File: config.mk
export PLATFORM = sky130hd
export DESIGN_NAME = endgame_controller
export DESIGN_NICKNAME = d
export VERILOG_FILES = /design/src/rtl/endgame_pkg.sv /design/src/rtl/endgame_frame_timer.sv /design/src/rtl/endgame_controller.sv
export SDC_FILE = /design/constraint.sdc
export NUM_CORES = 1
export LEC_CHECK = 0
export ABC_AREA = 1
export BUFFER_PORTS_ARGS = -buffer_cell sky130_fd_sc_hd__buf_2
export CORE_ASPECT_RATIO = 0.5
export CORE_MARGIN = 4
export CORE_UTILIZATION = 59
export CTS_BUF_LIST = sky130_fd_sc_hd__clkbuf_8
export DETAILED_ROUTE_END_ITERATION = 7
export PLACE_DENSITY = 0.83
export RECOVER_POWER = 25
export SYNTH_ARGS = -nofsm -noshare
export SYNTH_HDL_FRONTEND = slang
export SYNTH_SLANG_ARGS = --single-unit
File: constraint.sdc
create_clock -name clk -period 1.8 [get_ports clk]
set_input_delay 0.27 -clock clk [delete_from_list [all_inputs] [get_ports clk]]
set_output_delay 0.27 -clock clk [all_outputs]
set_load 0.05 [all_outputs]
File: src/rtl/endgame_pkg.sv
// Shared types and constants for the Pong end-of-game sequencer:
// FSM encoding, player IDs, screen size and default banner geometry.
package endgame_pkg;

  typedef enum logic [1:0] {
    ST_PLAY  = 2'd0,
    ST_SLIDE = 2'd1,
    ST_HOLD  = 2'd2,
    ST_CLEAR = 2'd3
  } state_t;

  localparam logic [1:0] P_NONE = 2'd0;
  localparam logic [1:0] P1     = 2'd1;
  localparam logic [1:0] P2     = 2'd2;

  localparam int H_ACTIVE = 640;
  localparam int V_ACTIVE = 480;

  localparam int DEF_BANNER_X = 240;
  localparam int DEF_START_Y  = 0;
  localparam int DEF_FINAL_Y  = 200;

endpackage

File: src/rtl/endgame_frame_timer.sv
// Frame-based hold and blink timers for the HOLD phase; held at zero while
// clear is high so that every HOLD entry starts from a fresh count.
module endgame_frame_timer
  import endgame_pkg::*;
#(
  parameter int HOLD_FRAMES  = 180,
  parameter int BLINK_FRAMES = 30
) (
  input  logic clk,
  input  logic rst_n,
  input  logic clear,
  input  logic frame_tick,
  output logic hold_done,
  output logic blink_toggle
);

  localparam int FW = $clog2(HOLD_FRAMES + 1);
  localparam int BW = (BLINK_FRAMES > 1) ? $clog2(BLINK_FRAMES) : 1;

  logic [FW-1:0] frame_cnt_r, frame_cnt_s;
  logic [BW-1:0] blink_cnt_r, blink_cnt_s;
  logic          blink_wrap_s;

  // Next-count logic: saturating hold counter, wrapping blink counter.
  always_comb begin
    frame_cnt_s  = frame_cnt_r;
    blink_cnt_s  = blink_cnt_r;
    blink_wrap_s = (blink_cnt_r == BW'(BLINK_FRAMES - 1));
    if (clear) begin
      frame_cnt_s = '0;
      blink_cnt_s = '0;
    end else if (frame_tick) begin
      if (frame_cnt_r != FW'(HOLD_FRAMES)) begin
        frame_cnt_s = frame_cnt_r + FW'(1);
      end else begin
        frame_cnt_s = frame_cnt_r;
      end
      if (blink_wrap_s) begin
        blink_cnt_s = '0;
      end else begin
        blink_cnt_s = blink_cnt_r + BW'(1);
      end
    end else begin
      frame_cnt_s = frame_cnt_r;
      blink_cnt_s = blink_cnt_r;
    end
  end

  // Counter registers.
  always_ff @(posedge clk or negedge rst_n) begin
    if (!rst_n) begin
      frame_cnt_r <= '0;
      blink_cnt_r <= '0;
    end else begin
      frame_cnt_r <= frame_cnt_s;
      blink_cnt_r <= blink_cnt_s;
    end
  end

  assign hold_done    = (frame_cnt_r == FW'(HOLD_FRAMES));
  assign blink_toggle = frame_tick & ~clear & blink_wrap_s;

endmodule

File: src/rtl/endgame_controller.sv
// Pong game-over sequencer: scores points, detects the winner, slides and
// blinks the end banner, then waits for a released restart to resume play.
module endgame_controller
  import endgame_pkg::*;
#(
  parameter int WIN_SCORE    = 5,
  parameter int BANNER_X     = DEF_BANNER_X,
  parameter int START_Y      = DEF_START_Y,
  parameter int FINAL_Y      = DEF_FINAL_Y,
  parameter int SLIDE_STEP   = 4,
  parameter int BLINK_FRAMES = 30,
  parameter int HOLD_FRAMES  = 180
) (
  input  logic       clk,
  input  logic       rst_n,
  input  logic       frame_tick,
  input  logic       p1_point,
  input  logic       p2_point,
  input  logic       restart,
  output logic [3:0] score1,
  output logic [3:0] score2,
  output logic [1:0] who_win,
  output logic [9:0] start_x,
  output logic [9:0] start_y,
  output logic       show_endgame,
  output logic       banner_on,
  output logic       game_run
);

  state_t      state_r, state_s;
  logic [3:0]  score1_r, score1_s, score2_r, score2_s;
  logic [1:0]  who_win_r, who_win_s;
  logic [9:0]  start_x_r, start_y_r, start_y_s;
  logic        show_r, show_s, banner_r, banner_s, run_r, run_s;
  logic [10:0] slide_sum_s;
  logic        hold_done_s, blink_toggle_s;

  endgame_frame_timer #(
    .HOLD_FRAMES (HOLD_FRAMES),
    .BLINK_FRAMES(BLINK_FRAMES)
  ) u_timer (
    .clk         (clk),
    .rst_n       (rst_n),
    .clear       (state_r != ST_HOLD),
    .frame_tick  (frame_tick),
    .hold_done   (hold_done_s),
    .blink_toggle(blink_toggle_s)
  );

  // 11-bit sum so the slide can never wrap past 1023.
  assign slide_sum_s = {1'b0, start_y_r} + 11'(SLIDE_STEP);

  // Next-state and next-output logic.
  always_comb begin
    state_s   = state_r;
    score1_s  = score1_r;
    score2_s  = score2_r;
    who_win_s = who_win_r;
    start_y_s = start_y_r;
    show_s    = show_r;
    banner_s  = banner_r;
    run_s     = run_r;
    case (state_r)
      ST_PLAY: begin
        if (p1_point && (score1_r != 4'(WIN_SCORE))) begin
          score1_s = score1_r + 4'd1;
        end else begin
          score1_s = score1_r;
        end
        if (p2_point && (score2_r != 4'(WIN_SCORE))) begin
          score2_s = score2_r + 4'd1;
        end else begin
          score2_s = score2_r;
        end
        // Player 1 has fixed priority on a simultaneous win.
        if (score1_s == 4'(WIN_SCORE)) begin
          who_win_s = P1;
          run_s     = 1'b0;
          show_s    = 1'b1;
          start_y_s = 10'(START_Y);
          state_s   = ST_SLIDE;
        end else if (score2_s == 4'(WIN_SCORE)) begin
          who_win_s = P2;
          run_s     = 1'b0;
          show_s    = 1'b1;
          start_y_s = 10'(START_Y);
          state_s   = ST_SLIDE;
        end else begin
          state_s = ST_PLAY;
        end
      end
      ST_SLIDE: begin
        banner_s = 1'b1;
        if (frame_tick) begin
          if (slide_sum_s >= 11'(FINAL_Y)) begin
            start_y_s = 10'(FINAL_Y);
            state_s   = ST_HOLD;
          end else begin
            start_y_s = slide_sum_s[9:0];
          end
        end else begin
          state_s = ST_SLIDE;
        end
      end
      ST_HOLD: begin
        if (restart && hold_done_s) begin
          banner_s = 1'b1;
          state_s  = ST_CLEAR;
        end else if (blink_toggle_s) begin
          banner_s = ~banner_r;
        end else begin
          banner_s = banner_r;
        end
      end
      ST_CLEAR: begin
        // Resume only once the button is released, so a held press cannot retrigger.
        if (!restart) begin
          score1_s  = 4'd0;
          score2_s  = 4'd0;
          who_win_s = P_NONE;
          show_s    = 1'b0;
          start_y_s = 10'(START_Y);
          run_s     = 1'b1;
          state_s   = ST_PLAY;
        end else begin
          state_s = ST_CLEAR;
        end
      end
      default: begin
        state_s = ST_PLAY;
      end
    endcase
  end

  // State and output registers.
  always_ff @(posedge clk or negedge rst_n) begin
    if (!rst_n) begin
      state_r   <= ST_PLAY;
      score1_r  <= 4'd0;
      score2_r  <= 4'd0;
      who_win_r <= P_NONE;
      start_x_r <= 10'(BANNER_X);
      start_y_r <= 10'(START_Y);
      show_r    <= 1'b0;
      banner_r  <= 1'b1;
      run_r     <= 1'b1;
    end else begin
      state_r   <= state_s;
      score1_r  <= score1_s;
      score2_r  <= score2_s;
      who_win_r <= who_win_s;
      start_x_r <= 10'(BANNER_X);
      start_y_r <= start_y_s;
      show_r    <= show_s;
      banner_r  <= banner_s;
      run_r     <= run_s;
    end
  end

  assign score1       = score1_r;
  assign score2       = score2_r;
  assign who_win      = who_win_r;
  assign start_x      = start_x_r;
  assign start_y      = start_y_r;
  assign show_endgame = show_r;
  assign banner_on    = banner_r;
  assign game_run     = run_r;

endmodule

==> results of run 1 <==
-- path summary, 6_finish.rpt --
check                                      startpoint                                  to  slack (ps)  cells after the start
worst max register to register  score1[1]$_DFFE_PN0P_              start_y[7]$_DFFE_PN0P_         -20                     13
min in group asynchronous                       rst_n               score1[3]$_DFFE_PN0P_         650                      2
worst min register to register   game_run$_DFFE_PN1P_                game_run$_DFFE_PN1P_         470                      2
worst max-delay path            score1[1]$_DFFE_PN0P_              start_y[7]$_DFFE_PN0P_         -20                     13
max in group asynchronous                       rst_n                game_run$_DFFE_PN1P_         330                      3
worst min-delay path                       frame_tick  u_timer.blink_cnt_r[0]$_DFFE_PN0P_         340                      3
-- report_power, final --
part / switching (mW) / internal, mW
logic: 2.12 / 0.987
registers: 0.251 / 1.04
clock network: 0.332 / 0.418
-- area by class of cell --
cell class	count	area share
well taps	54	0.0235
flip-flops and latches	36	0.317
clock buffers	5	0.0239
repair buffers	40	0.0814
inverters	44	0.0575
clock inverters	3	0.0161
multi-input cells	232	0.481
-- routing by layer --
layer | global-route usage | vias to the layer above | wire length [µm]
li1 | - | 1069 | -
met1 | 0.273 | 1012 | 2380
met2 | 0.364 | 90 | 2850
met3 | 0.0421 | 11 | 358
met4 | 0.0726 | 0 | 103
met5 | 0 | - | 0
-- cells in the final DEF (no fill, tap or decap), types with 4 or more instances in the layout --
cell / synthesis / routed
sky130_fd_sc_hd__buf_2: 0 / 25
sky130_fd_sc_hd__buf_4: 12 / 12
sky130_fd_sc_hd__clkbuf_8: 0 / 5
sky130_fd_sc_hd__conb_1: 2 / 12
sky130_fd_sc_hd__dfrtp_1: 34 / 28
sky130_fd_sc_hd__dfrtp_2: 0 / 6
sky130_fd_sc_hd__ha_1: 15 / 12
sky130_fd_sc_hd__inv_1: 41 / 39
sky130_fd_sc_hd__inv_2: 3 / 5
sky130_fd_sc_hd__nand2_1: 90 / 81
sky130_fd_sc_hd__nand2_2: 4 / 10
sky130_fd_sc_hd__nand3_1: 28 / 28
sky130_fd_sc_hd__nand4_1: 10 / 10
sky130_fd_sc_hd__nor2_1: 20 / 18
sky130_fd_sc_hd__nor2_2: 2 / 4
sky130_fd_sc_hd__o21ai_0: 10 / 9
sky130_fd_sc_hd__o22ai_1: 5 / 5
sky130_fd_sc_hd__xor2_1: 8 / 7
-- synth_stat cells (4+ instances only) --
library cell | count | share of area
sky130_fd_sc_hd__buf_4 | 12 | 0.038
sky130_fd_sc_hd__dfrtp_1 | 34 | 0.35
sky130_fd_sc_hd__ha_1 | 15 | 0.078
sky130_fd_sc_hd__inv_1 | 41 | 0.064
sky130_fd_sc_hd__nand2_1 | 90 | 0.14
sky130_fd_sc_hd__nand2_2 | 4 | 0.010
sky130_fd_sc_hd__nand3_1 | 28 | 0.058
sky130_fd_sc_hd__nand4_1 | 10 | 0.026
sky130_fd_sc_hd__nor2_1 | 20 | 0.031
sky130_fd_sc_hd__o21ai_0 | 10 | 0.021
sky130_fd_sc_hd__o22ai_1 | 5 | 0.013
sky130_fd_sc_hd__xor2_1 | 8 | 0.029
-- critical path, cell delays in order, from the launching register on --
cell and delay (ps):
sky130_fd_sc_hd__dfrtp_2 460, sky130_fd_sc_hd__inv_2 90, sky130_fd_sc_hd__ha_4 140, sky130_fd_sc_hd__nand3_4 100
sky130_fd_sc_hd__nand2_8 130, sky130_fd_sc_hd__inv_2 40, sky130_fd_sc_hd__nand2_2 70, sky130_fd_sc_hd__nand2_2 80
sky130_fd_sc_hd__nor2_4 150, sky130_fd_sc_hd__nand2_4 80, sky130_fd_sc_hd__nand3_4 110, sky130_fd_sc_hd__nand2_4 100
sky130_fd_sc_hd__nand2_2 90, sky130_fd_sc_hd__nand2_1 50
-- cells by family after synthesis --
logic type | share of synthesized area
fa+ha+maj | 0.0782
buf+inv | 0.117
other cells | 0.00313
simple gates | 0.315
xor+xnor | 0.0396
flops | 0.376
compound gates | 0.0704
-- repair_timing --
item,4_1_cts,5_1_grt
resized for setup,1,27
hold endpoints to repair,17,0
setup endpoints to repair,11,17
hold buffers,1,0
pin swaps,1,11
buffers inserted,2,4
gates cloned,1,0
-- flip-flops by register name, summed over array words and instances, names as in the netlist --
name                 cells
banner_on                1
u_timer.blink_cnt_r      5
u_timer.frame_cnt_r      8
who_win                  2
show_endgame             1
score2                   4
game_run                 1
score1                   4
start_y                  8
state_r                  2
==> flow_summary_export.csv, run 1 <==
group,metric,value,unit
finish,final_core_utilization,0.736,
sta,relSlewSlack,0.323,
finish,finish.net_count,380,
place,placedInstanceArea,0.00258,mm²
detailed_routing,vias_per_cell,5.27,
sta,grt_setup_unrepaired,"true",
global_route,grt_start_max_net_pins,20,
floorplanning,design.portCount,39,
finish,syn_to_final_growth,19.7,%
worst_setup_path,critPathRequiredTime,1990,ps
status,violations,"negative setup slack",
floorplanning,die_height,53.1,µm
finish,layout.filler_cells,294,
power,peakVddDrop,0.732,mV
synthesis,share_of_synthesized_registers_carrying_an_async_set_or_reset,1.00,
place,io_buffer_count,26,
status,status,"complete, but fails checks",
sta,total_count_of_hold_check_failures_in_the_final_report,0,
clock_network,clock_sinks,36,
synthesis,yosys_warnings,0,
clock_network,numCtsBuffers,5,
global_route,grt-ovfl-total,0,
sta,hold-worst-slack,344,ps
finish,layoutNonFillerInstCount,414,
clock_network,ctsLongestPathBuffers,2,
detailed_routing,wl_per_cell,13.8,µm
place,preCtsSetupSlack,-27.7,ps
floorplanning,width_of_the_die,98.2,µm
sta,final.min_clock_period,1820,ps
synthesis,synthCells,317,
finish,diodes,0,
place,globalplace.congestion,0.838,
synthesis,ys_ff_latch,36,
floorplanning,fp.coreArea,0.00390,mm²
power,leakagePower,1.50,nW
detailed_routing,drc_errors,0,
finish,final_layout_size_suffix_gt1_frac,0.256,
clock_network,cts.htree.levels,2,
sta,fin_crit_sh,1.01,
floorplanning,fp-row-count,16,
detailed_routing,drt_iter0_markers,153,
power,finalPower,5.15,mW
finish,post-route-cell-area,0.00287,mm²
clock_network,clock_latency_of_the_later_clocked_register_in_the_worst_skew_pair,310,ps
sta,worst_pin_slew,1010,ps
global_route,first_global_vias,1926,
sta,final.setup.tns,-34.5,ps
synthesis,synthesis.area,0.00240,mm²
power,cellPowerDensity,1790,mW/mm²
detailed_routing,total_wire_length,5700,µm
global_route,grt_usage,0.212,
sta,crit_path_setup_slack_layout,-17.7,ps
synthesis,predominant_post_synthesis_flop_cell,"sky130_fd_sc_hd__dfrtp_1",
worst_setup_path,cp_max_fo,7,
finish,combined_area_of_the_multi_input_logic_cells,0.00138,mm²
synthesis,postSynthAreaPerCell,7.57,µm²
clock_network,tritoncts,"built",
synthesis,synth_edf_count,0,
clock_network,cts.root.buffer_cell,"sky130_fd_sc_hd__clkbuf_8",
detailed_routing,num_vias,2182,
global_route,grt_antenna_before_repair,0,
sta,final.setup_skew,15.2,ps
detailed_routing,ant_nets,0,
flow_run,cap_violations,0,
synthesis,synth_cell_type_count,35,
finish,layout.area.seq,911,µm²
detailed_routing,drt-pass1-iter-count,5,
place,dp.final_hpwl,3830,µm
sta,report.final.setup_viol,4,
global_route,wire_length_of_the_first_global_routing_pass,8730,µm
worst_setup_path,end_kind,"register",
sta,max_clock_freq,550,MHz
sta,finalMaxSlewViolations,0,
worst_setup_path,arrival,2000,ps
place,number_of_instances_in_the_placed_design,398,
synthesis,synth_sequential_area_ratio,0.376,
min_path,worst_hold_path_type,"in2reg",
clock_network,clk_pin_slew,90,ps
worst_setup_path,path_class,"reg2reg",
floorplanning,start_util,0.615,
worst_setup_path,cp-start-kind,"register",
floorplanning,die_outline_area,0.00522,mm²
Note: power is estimated with default switching activity, not from simulation.
==> inputs of run 2 (changes only) <==
--- a/config.mk
+++ b/config.mk
@@ -5,14 +5,14 @@
 export SDC_FILE = /design/constraint.sdc
 export NUM_CORES = 1
 export LEC_CHECK = 0
-export ABC_AREA = 1
 export BUFFER_PORTS_ARGS = -buffer_cell sky130_fd_sc_hd__buf_2
 export CORE_ASPECT_RATIO = 0.5
 export CORE_MARGIN = 4
-export CORE_UTILIZATION = 59
+export CORE_UTILIZATION = 58
 export CTS_BUF_LIST = sky130_fd_sc_hd__clkbuf_8
 export DETAILED_ROUTE_END_ITERATION = 7
-export PLACE_DENSITY = 0.83
+export GPL_TIMING_DRIVEN = 1
+export PLACE_DENSITY = 0.82
 export RECOVER_POWER = 25
 export SYNTH_ARGS = -nofsm -noshare
 export SYNTH_HDL_FRONTEND = slang
==> run 2 against run 1 <==
Net effect:
- the run ends with design-rule violations, negative setup slack left
- via count is 25% higher
- count of clock-buffer cells in the layout rose by 1
- largest cell class unchanged
- critical path depth decreased by 4
- hold slack gained 38 ps
- clock skew shrank 4.9 ps
- worst setup slack worse by 400 ps
- first-iteration DRC count grew to 3.0 times the previous value
- highest routed layer unchanged
==> flow_summary_export.csv, run 2 <==
group,metric,value,unit
status,status,"complete, but fails checks",
status,violations,"design-rule violations, negative setup slack",
place,preCtsSetupSlack,-316,ps
worst_setup_path,end_kind,"register",
detailed_routing,drt_iter0_markers,459,
finish,post-route-cell-area,0.00338,mm²
floorplanning,fp.coreArea,0.00390,mm²
worst_setup_path,critPathRequiredTime,2000,ps
sta,total_count_of_hold_check_failures_in_the_final_report,0,
floorplanning,die_outline_area,0.00521,mm²
power,finalPower,6.43,mW
clock_network,numCtsBuffers,5,
finish,finish.net_count,372,
worst_setup_path,critical_path.top_delay_family,"compound AO/OA/AOI/OAI gates",
finish,syn_to_final_growth,43.2,%
synthesis,postSynthAreaPerCell,9.04,µm²
clock_network,tritoncts,"built",
floorplanning,design.portCount,39,
global_route,grt_antenna_before_repair,0,
finish,layout_common_cells,"60 x sky130_fd_sc_hd__buf_4, 25 x sky130_fd_sc_hd__buf_2, 25 x sky130_fd_sc_hd__dfrtp_1",
synthesis,yosys-top-cells-area,"sky130_fd_sc_hd__dfrtp_1 36%, sky130_fd_sc_hd__ha_1 8.0%, sky130_fd_sc_hd__a21oi_1 5.1%",
finish,final_layout_size_suffix_gt1_frac,0.449,
detailed_routing,ant_nets,0,
synthesis,synth_area_leader_cell,"sky130_fd_sc_hd__dfrtp_1",
sta,report.final.setup_viol,16,
synthesis,synthDominantCellAreaShare,0.361,
worst_setup_path,cp.buffers_inverters,3,
place,number_of_instances_in_the_placed_design,379,
worst_setup_path,cell_with_the_largest_stage_delay_on_the_worst_path,"sky130_fd_sc_hd__dfrtp_1",
flow_run,cap_violations,0,
synthesis,yosys_warnings,0,
detailed_routing,num_vias,2736,
worst_setup_path,path_class,"reg2reg",
global_route,first_global_vias,2493,
synthesis,synthesis.area,0.00236,mm²
global_route,grt_usage,0.301,
sta,fin_crit_sh,1.23,
worst_setup_path,critical_path.most_common_cell,"sky130_fd_sc_hd__inv_1",
finish,layoutNonFillerInstCount,406,
sta,final.setup.tns,-4460,ps
clock_network,ctsLongestPathBuffers,2,
global_route,grt-ovfl-total,0,
sta,final.setup_skew,10.3,ps
global_route,grt_start_max_net_pins,26,
floorplanning,width_of_the_die,98.2,µm
detailed_routing,drc_errors,52,
clock_network,clock_sinks,36,
sta,worst_pin_slew,677,ps
worst_setup_path,crit_path_max_incr_delay,450,ps
floorplanning,die_height,53.1,µm
power,cellPowerDensity,1900,mW/mm²
synthesis,synth_edf_count,0,
place,io_buffer_count,26,
power,leakagePower,1.64,nW
place,placedInstanceArea,0.00290,mm²
synthesis,synth.cells.most_frequent,"34 x sky130_fd_sc_hd__dfrtp_1, 24 x sky130_fd_sc_hd__a21oi_1, 21 x sky130_fd_sc_hd__inv_1",
finish,diodes,0,
detailed_routing,drt-pass1-iter-count,8,
synthesis,synth_sequential_area_ratio,0.383,
worst_setup_path,arrival,2420,ps
sta,max_clock_freq,450,MHz
clock_network,clock_latency_of_the_later_clocked_register_in_the_worst_skew_pair,300,ps
min_path,worst_hold_path_type,"in2reg",
place,globalplace.congestion,0.822,
synthesis,synthCells,261,
sta,crit_path_setup_slack_layout,-421,ps
sta,finalMaxSlewViolations,0,
worst_setup_path,cp-start-kind,"register",
synthesis,share_of_synthesized_registers_carrying_an_async_set_or_reset,1.00,
sta,hold-worst-slack,383,ps
finish,final_core_utilization,0.865,
floorplanning,fp-row-count,16,
worst_setup_path,cp_max_fo,5,
clock_network,cts.htree.levels,2,
place,dp.final_hpwl,4270,µm
global_route,wire_length_of_the_first_global_routing_pass,12100,µm
power,peakVddDrop,0.961,mV
finish,most_common_library_cell_in_the_layout_ignoring_fill_and_taps,"sky130_fd_sc_hd__buf_4",
synthesis,yosysMostFrequentCell,"sky130_fd_sc_hd__dfrtp_1",
sta,final.min_clock_period,2220,ps
sta,grt_setup_unrepaired,"true",
worst_setup_path,timing.critical_path.cells,"inv_1 > ha_1 > inv_1 > o21ai_0 > a21o_1 > a31oi_4 > buf_6 > a21oi_2 > a21oi_1",
detailed_routing,total_wire_length,9310,µm
synthesis,predominant_post_synthesis_flop_cell,"sky130_fd_sc_hd__dfrtp_1",
sta,relSlewSlack,0.548,
synthesis,synth_cell_type_count,53,
clock_network,clk_pin_slew,70,ps
detailed_routing,wl_per_cell,22.9,µm
synthesis,ys_ff_latch,36,
detailed_routing,vias_per_cell,6.74,
floorplanning,start_util,0.604,
clock_network,cts.root.buffer_cell,"sky130_fd_sc_hd__clkbuf_8",
[run 2: cell types whose count changed after synthesis, sizes merged, moves of 5 or more]
cell / delta
a21oi: +20
and3: +6
inv: -23
nand2: -82
nand2b: +6
nand3: -25
nor3: +7
xor2: -5
[run 2: final cells by class]
type	instances	area, µm²
sequential	36	915
timing repair buffer	93	667
multi-input combinational	194	1560
fill	159	527
tap	54	67.6
clock inverter	2	7.51
clock buffer	6	82.6
inverter	21	78.8
[run 2: layer usage]
metal | share of wire | track usage | up-vias
met5 | 0 | 0 | -
met4 | 0.080 | 0.202 | 0
met3 | 0.11 | 0.0803 | 100
met2 | 0.45 | 0.529 | 278
met1 | 0.36 | 0.332 | 1276
li1 | - | - | 1082
[run 2: cells by family (layout without fill, tap and decap cells)]
logic type | after synthesis | in the layout | share of synthesized area
muxes | 8 | 8 | 0.0377
adders and majority gates | 15 | 15 | 0.0796
and+or+nand+nor | 86 | 86 | 0.195
AOI/OAI and AO/OA | 66 | 66 | 0.183
DFF | 36 | 36 | 0.383
other | 2 | 12 | 0.00318
buffers and inverters | 41 | 122 | 0.0923
xor gates and xnor gates | 7 | 7 | 0.0260
[run 2: repair_timing]
| action | 4_1_cts | 5_1_grt |
|---|---|---|
| cloned | 1 | 0 |
| endpoints found under the hold margin | 21 | 0 |
| hold buffers | 1 | 0 |
| setup endpoints to repair | 18 | 23 |
| pin swaps | 12 | 12 |
| gates resized for setup | 25 | 28 |
| buffers inserted | 7 | 10 |
[run 2: where the power goes]
part           switching [mW]  internal, mW
Sequential              0.227          1.02
Clock                   0.305         0.301
Combinational            2.66          1.91
Total                    3.20          3.23
[run 2: path summary, 6_finish.rpt]
check                                                     end                    from  cells past startpoint  slack [ps]
setup / recovery                       start_y[6]$_DFFE_PN0P_  state_r[1]$_DFFE_PN0P_                      9        -420
hold / removal                         who_win[0]$_DFFE_PN0P_                 restart                      3         380
setup reg to reg                       start_y[6]$_DFFE_PN0P_  state_r[1]$_DFFE_PN0P_                      9        -420
hold reg to reg                        start_y[8]$_DFFE_PN0P_  start_y[8]$_DFFE_PN0P_                      1         560
max in group asynchronous  u_timer.frame_cnt_r[7]$_DFFE_PN0P_                   rst_n                      3         680
min in group asynchronous               score1[3]$_DFFE_PN0P_                   rst_n                      2         520
[run 2: worst reg2reg max path, delay by kind of cell, from the launching register on]
family,cells,cell delay (ps)
adders and majority gates,1,240
AOI/OAI and AO/OA,5,990
buffers and inverters,3,430
DFF,1,450
